## src/rtl/muldiv_ctrl_pkg.sv

```systemverilog
// Shared types and defaults for the EX-stage HI/LO sequencer.
package muldiv_ctrl_pkg;

  typedef enum logic [2:0] {
    OP_NONE  = 3'd0,
    OP_MULT  = 3'd1,
    OP_MULTU = 3'd2,
    OP_DIV   = 3'd3,
    OP_DIVU  = 3'd4,
    OP_MTHI  = 3'd5,
    OP_MTLO  = 3'd6
  } muldiv_op_t;

  typedef enum logic [1:0] {
    ST_IDLE     = 2'd0,
    ST_MUL_WAIT = 2'd1,
    ST_DIV_WAIT = 2'd2,
    ST_DONE     = 2'd3
  } mdc_state_t;

  localparam int MDC_MUL_LATENCY = 2;
  localparam int MDC_DIV_MAX     = 34;

  function automatic logic op_is_signed(input muldiv_op_t op);
    return (op == OP_MULT) || (op == OP_DIV);
  endfunction

endpackage

```

## src/rtl/muldiv_ctrl.sv

```systemverilog
// HI/LO sequencer: launches the external multiplier/divider, stalls EX until
// the result commits, and honours pipeline stall and flush.
module muldiv_ctrl
  import muldiv_ctrl_pkg::*;
#(
  parameter int MUL_LATENCY = MDC_MUL_LATENCY,
  parameter int DIV_MAX     = MDC_DIV_MAX
) (
  input  logic        clk,
  input  logic        rst,
  input  logic        reg_stall,
  input  logic        reg_flush,
  input  logic        req_valid,
  input  logic [2:0]  req_op,
  input  logic [31:0] source_a,
  input  logic [31:0] source_b,
  output logic        alu_stall,
  output logic        mul_start,
  output logic        div_start,
  output logic        div_abort,
  output logic        unit_sign,
  output logic [31:0] unit_a,
  output logic [31:0] unit_b,
  input  logic [63:0] mul_result,
  input  logic        div_done,
  input  logic [31:0] div_quot,
  input  logic [31:0] div_rem,
  output logic [31:0] hi,
  output logic [31:0] lo
);

  localparam int CNT_W = $clog2(MUL_LATENCY + 1);

  muldiv_op_t  op;
  mdc_state_t  state;
  mdc_state_t  state_next;
  logic [CNT_W-1:0] cnt;
  logic [CNT_W-1:0] cnt_next;
  logic [5:0]  wdog;
  logic [5:0]  wdog_next;
  logic [31:0] hi_next;
  logic [31:0] lo_next;
  logic [31:0] a_latch;
  logic [31:0] b_latch;
  logic        sign_latch;
  logic        launch;

  assign op     = muldiv_op_t'(req_op);
  assign launch = mul_start | div_start;

  // The units sample operands with the start pulse, so pass the live operands
  // through in the launch cycle and the latched copy afterwards.
  assign unit_a    = launch ? source_a : a_latch;
  assign unit_b    = launch ? source_b : b_latch;
  assign unit_sign = launch ? op_is_signed(op) : sign_latch;

  // State register, counters, HI/LO and operand latches.
  always_ff @(posedge clk or negedge rst) begin
    if (!rst) begin
      state      <= ST_IDLE;
      cnt        <= {CNT_W{1'b0}};
      wdog       <= 6'd0;
      hi         <= 32'd0;
      lo         <= 32'd0;
      a_latch    <= 32'd0;
      b_latch    <= 32'd0;
      sign_latch <= 1'b0;
    end else begin
      state <= state_next;
      cnt   <= cnt_next;
      wdog  <= wdog_next;
      hi    <= hi_next;
      lo    <= lo_next;
      if (launch) begin
        a_latch    <= source_a;
        b_latch    <= source_b;
        sign_latch <= op_is_signed(op);
      end else begin
        a_latch    <= a_latch;
        b_latch    <= b_latch;
        sign_latch <= sign_latch;
      end
    end
  end

  // Next-state, commit and pulse decode.
  always_comb begin
    state_next = state;
    cnt_next   = cnt;
    wdog_next  = wdog;
    hi_next    = hi;
    lo_next    = lo;
    mul_start  = 1'b0;
    div_start  = 1'b0;
    div_abort  = 1'b0;
    alu_stall  = 1'b0;
    case (state)
      ST_IDLE: begin
        if (req_valid && !reg_flush) begin
          case (op)
            OP_MULT, OP_MULTU: begin
              mul_start  = 1'b1;
              alu_stall  = 1'b1;
              cnt_next   = CNT_W'(MUL_LATENCY - 1);
              state_next = ST_MUL_WAIT;
            end
            OP_DIV, OP_DIVU: begin
              // Divide by zero skips the divider and leaves HI/LO untouched.
              if (source_b != 32'd0) begin
                div_start  = 1'b1;
                alu_stall  = 1'b1;
                wdog_next  = 6'd0;
                state_next = ST_DIV_WAIT;
              end else begin
                state_next = ST_DONE;
              end
            end
            OP_MTHI: hi_next = source_a;
            OP_MTLO: lo_next = source_a;
            default: state_next = ST_IDLE;
          endcase
        end else begin
          state_next = ST_IDLE;
        end
      end
      ST_MUL_WAIT: begin
        alu_stall = 1'b1;
        if (reg_flush) begin
          state_next = ST_IDLE;
        end else if (cnt == {CNT_W{1'b0}}) begin
          hi_next    = mul_result[63:32];
          lo_next    = mul_result[31:0];
          state_next = ST_DONE;
        end else begin
          cnt_next = cnt - {{(CNT_W-1){1'b0}}, 1'b1};
        end
      end
      ST_DIV_WAIT: begin
        alu_stall = 1'b1;
        if (reg_flush) begin
          div_abort  = 1'b1;
          state_next = ST_IDLE;
        end else if (div_done) begin
          hi_next    = div_rem;
          lo_next    = div_quot;
          state_next = ST_DONE;
        end else if (wdog == 6'(DIV_MAX)) begin
          div_abort  = 1'b1;
          state_next = ST_DONE;
        end else begin
          wdog_next = wdog + 6'd1;
        end
      end
      ST_DONE: begin
        // The finished instruction may still sit in EX; never relaunch it.
        if (reg_flush || !reg_stall) begin
          state_next = ST_IDLE;
        end else begin
          state_next = ST_DONE;
        end
      end
      default: state_next = ST_IDLE;
    endcase
  end

endmodule

```

## config.mk

```make
export PLATFORM = sky130hd
export DESIGN_NAME = muldiv_ctrl
export DESIGN_NICKNAME = d
export VERILOG_FILES = /design/src/rtl/muldiv_ctrl_pkg.sv /design/src/rtl/muldiv_ctrl.sv
export SDC_FILE = /design/constraint.sdc
export NUM_CORES = 1
export LEC_CHECK = 0
export CAP_MARGIN = 0
export CORE_ASPECT_RATIO = 0.5
export CORE_UTILIZATION = 30
export DETAILED_ROUTE_END_ITERATION = 7
export SKIP_LAST_GASP = 1
export SYNTH_ARGS = -nofsm -noshare
export SYNTH_HDL_FRONTEND = slang
export SYNTH_SLANG_ARGS = --single-unit
```

## constraint.sdc

```tcl
create_clock -name clk -period 2.8 [get_ports clk]
set_input_delay 0.56 -clock clk [delete_from_list [all_inputs] [get_ports clk]]
set_output_delay 0.56 -clock clk [all_outputs]
set_load 0.05 [all_outputs]
```

==> flow_summary.yaml <==
status:
  status: "complete, but fails checks"
  violations: "negative setup slack"
yosys:
  ys_types: 41
  synthArstFlopShare_pct: 100
  synth_compound_area_share_pct: 14.7
  synthSimpleGateAreaFrac_pct: 6.01
  synth_xor_area_share_pct: 0.126
  synth_area_leaders: "dfrtp_1 50%, mux2_2 15%, mux2_4 8.4%"
  yosysTopAreaCell: "dfrtp_1"
  yosys_register_bits: 139
  synthAdderAreaFrac_pct: 1.26
  synth_mux_area_share_pct: 23.6
  synth_common_cells: "139 x dfrtp_1, 93 x mux2_2, 70 x a21oi_1"
  syn_area_um2: 6950
  synth_edf_count: 0
  yosysMostFrequentCell: "dfrtp_1"
  synth_top_family_by_area: "multiplexers"
  ys_seq_area_share_pct: 50.1
  syn_nets: 781
  synth_top_area_share_pct: 50.1
  ys.flop_type: "dfrtp_1"
  synth_cells: 573
  postSynthAreaPerCell_um2: 12.1
  yosysWarningCount: 0
sta:
  fin_skew_ps: 8.18
  timing.final.ws_setup_ps: -224
  fmax_mhz: 331
  hold_violations: 0
  setup_violations: 64
  tns_ps: -9240
  period_share_pct: 108
  maxSlewViolCount: 0
  relSlewSlack_pct: 52.4
  tightest_slew_ps: 714
  rsz0062_at_grt: "yes"
  fin_crit_ps: 3020
grt:
  grt_pass1_wl_um: 37100
  grt-ovfl-total: 0
  grt_max_degree: 84
  grt_usage_pct: 21.0
  antenna_found_initial: 0
  grt_pass1_vias: 6303
route:
  vias: 6209
  drt-total-wl_um: 26000
  drc: 0
  avgRoutedWirePerCell_um: 20.6
  drt-vias-per-instance: 4.90
  drt_iter0_markers: 366
  dr.pass1.iters: 4
  drtAntennaViolNets: 0
power:
  finalPower_mw: 12.3
  switching_power_mw: 5.27
  switching_share_pct: 42.9
  internal_power_mw: 7.03
  p_leak_nw: 5.21
  power.share.combinational_pct: 56.5
  powerDensity_nw_per_um2: 997
  peakVddDrop_v: 0.000650
  p_clk_share_pct: 17.9
  seq_power_share_pct: 25.7
die:
  die_width_um: 217
  ioPinCount: 334
  placementRows: 38
  core_area_um2: 22200
  initial_core_util_pct: 31.3
  dieHeight_um: 110
  die_area_um2: 23800
cts:
  hold_buffers: 0
  path_clk_slew_ps: 60
  clk-insertion-delay-late_ps: 420
  root_buffer: "clkbuf_16"
  cts_max_path_buffers: 2
  cts_buffers: 17
  cts_sinks: 139
  cts_htree_levels: 4
  cts_tree: "done"
layout:
  antennaDiodeCount: 0
  final_cell_area_um2: 12300
  areaGrowthSynthToFinish_pct: 77.5
  drive_gt1_share_pct: 36.2
  final_core_util_pct: 55.5
  fin_cells: 1266
  nets: 1162
  fillerInstances: 1925
hold_path:
  hp-class: "input port to async pin"
placed_design:
  port_buffers: 333
  place_hpwl_um: 18300
  place_area_um2: 11000
  gp_congestion: 0.811
  placed_cells: 1204
critical_path:
  path_class: "input port to output pin"
  reg2regPathDepth: 6
  worstPathMaxFanout: 5
  cp_data_arrival_time_ps: 2460
  start_kind: "input port"
  critPathCaptureType: "output pin"
  crit_required_ps: 2240
run:
  drv_cap: 0
per-stage QoR:
step / setup WS (ps) / hold slack, ps
2_1_floorplan: 177 / 264
3_3_place_gp: -676 / 477
3_5_place_dp: -642 / 477
4_1_cts: -221 / 149
5_1_grt: -257 / 175
6_report: -224 / 137
power groups by stage:
stage	Clock, mW	Combinational (mW)	Sequential (mW)
after floorplan	0	2.35	4.78
after global placement	0	6.49	3.15
after detailed placement	0	6.52	3.18
after CTS	2.26	6.83	3.15
after global routing	2.35	7.18	3.25
final	2.20	6.94	3.15
cells in the final DEF (no fill, tap or decap), types with 4 or more instances in the layout:
cell type,count
nor4_4,5
buf_8,15
clkbuf_2,4
clkdlybuf4s15_2,5
inv_1,8
o211ai_1,8
mux2_2,67
buf_2,12
buf_4,54
mux2_4,65
clkbuf_1,4
buf_12,35
buf_16,7
clkbuf_16,20
ha_1,4
dlygate4sd2_1,7
clkdlybuf4s50_1,226
nand3b_1,4
clkinv_2,5
nand3_1,9
dfrtp_1,139
a22oi_1,64
nor2_1,36
nand2_1,10
a21oi_1,70
buf_6,33
state kept, by name, summed over array words and instances, names as in the netlist:
name,cells
b_latch,32
cnt,2
a_latch,32
hi,32
wdog,6
lo,32
sign_latch,1
state,2
worst max-delay path: stages:
cell and delay, ps:
buf_8 100, nor4_4 250, buf_4 150, and4_4 250, and2_4 170, o21ai_4 80, buf_12 150, buf_12 130
buf_16 140, mux2_4 320, buf_12 150
cells by family after synthesis:
kind of cell               Yosys count
AOI/OAI and AO/OA                  157
xor gates and xnor gates             1
adders and majority gates            7
buffers and inverters               52
DFF                                139
muxes                              133
and+or+nand+nor                     84
final timing paths:
check	startpoint	endpoint	slack, ps
max	source_b[9]	unit_sign	-220
min	rst	sign_latch	140
max reg2reg	state[0]	hi[9]	550
min reg2reg	a_latch[6]	a_latch[6]	490
max in group asynchronous	rst	a_latch[2]	1980
min in group clk	source_b[1]	b_latch[1]	420
area by class of cell:
cell class | instances | area (um^2) | share of cell area (%)
timing repair buffer | 404 | 4460 | 36.2
sequential | 139 | 3480 | 28.2
multi-input combinational | 382 | 3420 | 27.7
clock buffer | 23 | 468 | 3.80
tap | 300 | 375 | 3.04
clock inverter | 8 | 93.8 | 0.761
inverter | 10 | 37.5 | 0.304
layer usage:
metal	track usage [%]	wire (um)	vias to the layer above
li1	-	-	2905
met1	26.6	11300	3105
met2	35.6	13000	158
met3	3.65	990	41
met4	9.05	706	0
met5	0	0	-
what timing repair did:
action,in CTS,in global routing
buffers inserted,16,7
pin swaps,13,9
gates resized for setup,189,43
gates cloned,6,4
endpoints found under the setup margin,68,66
Power figures use the tool's default switching activity.
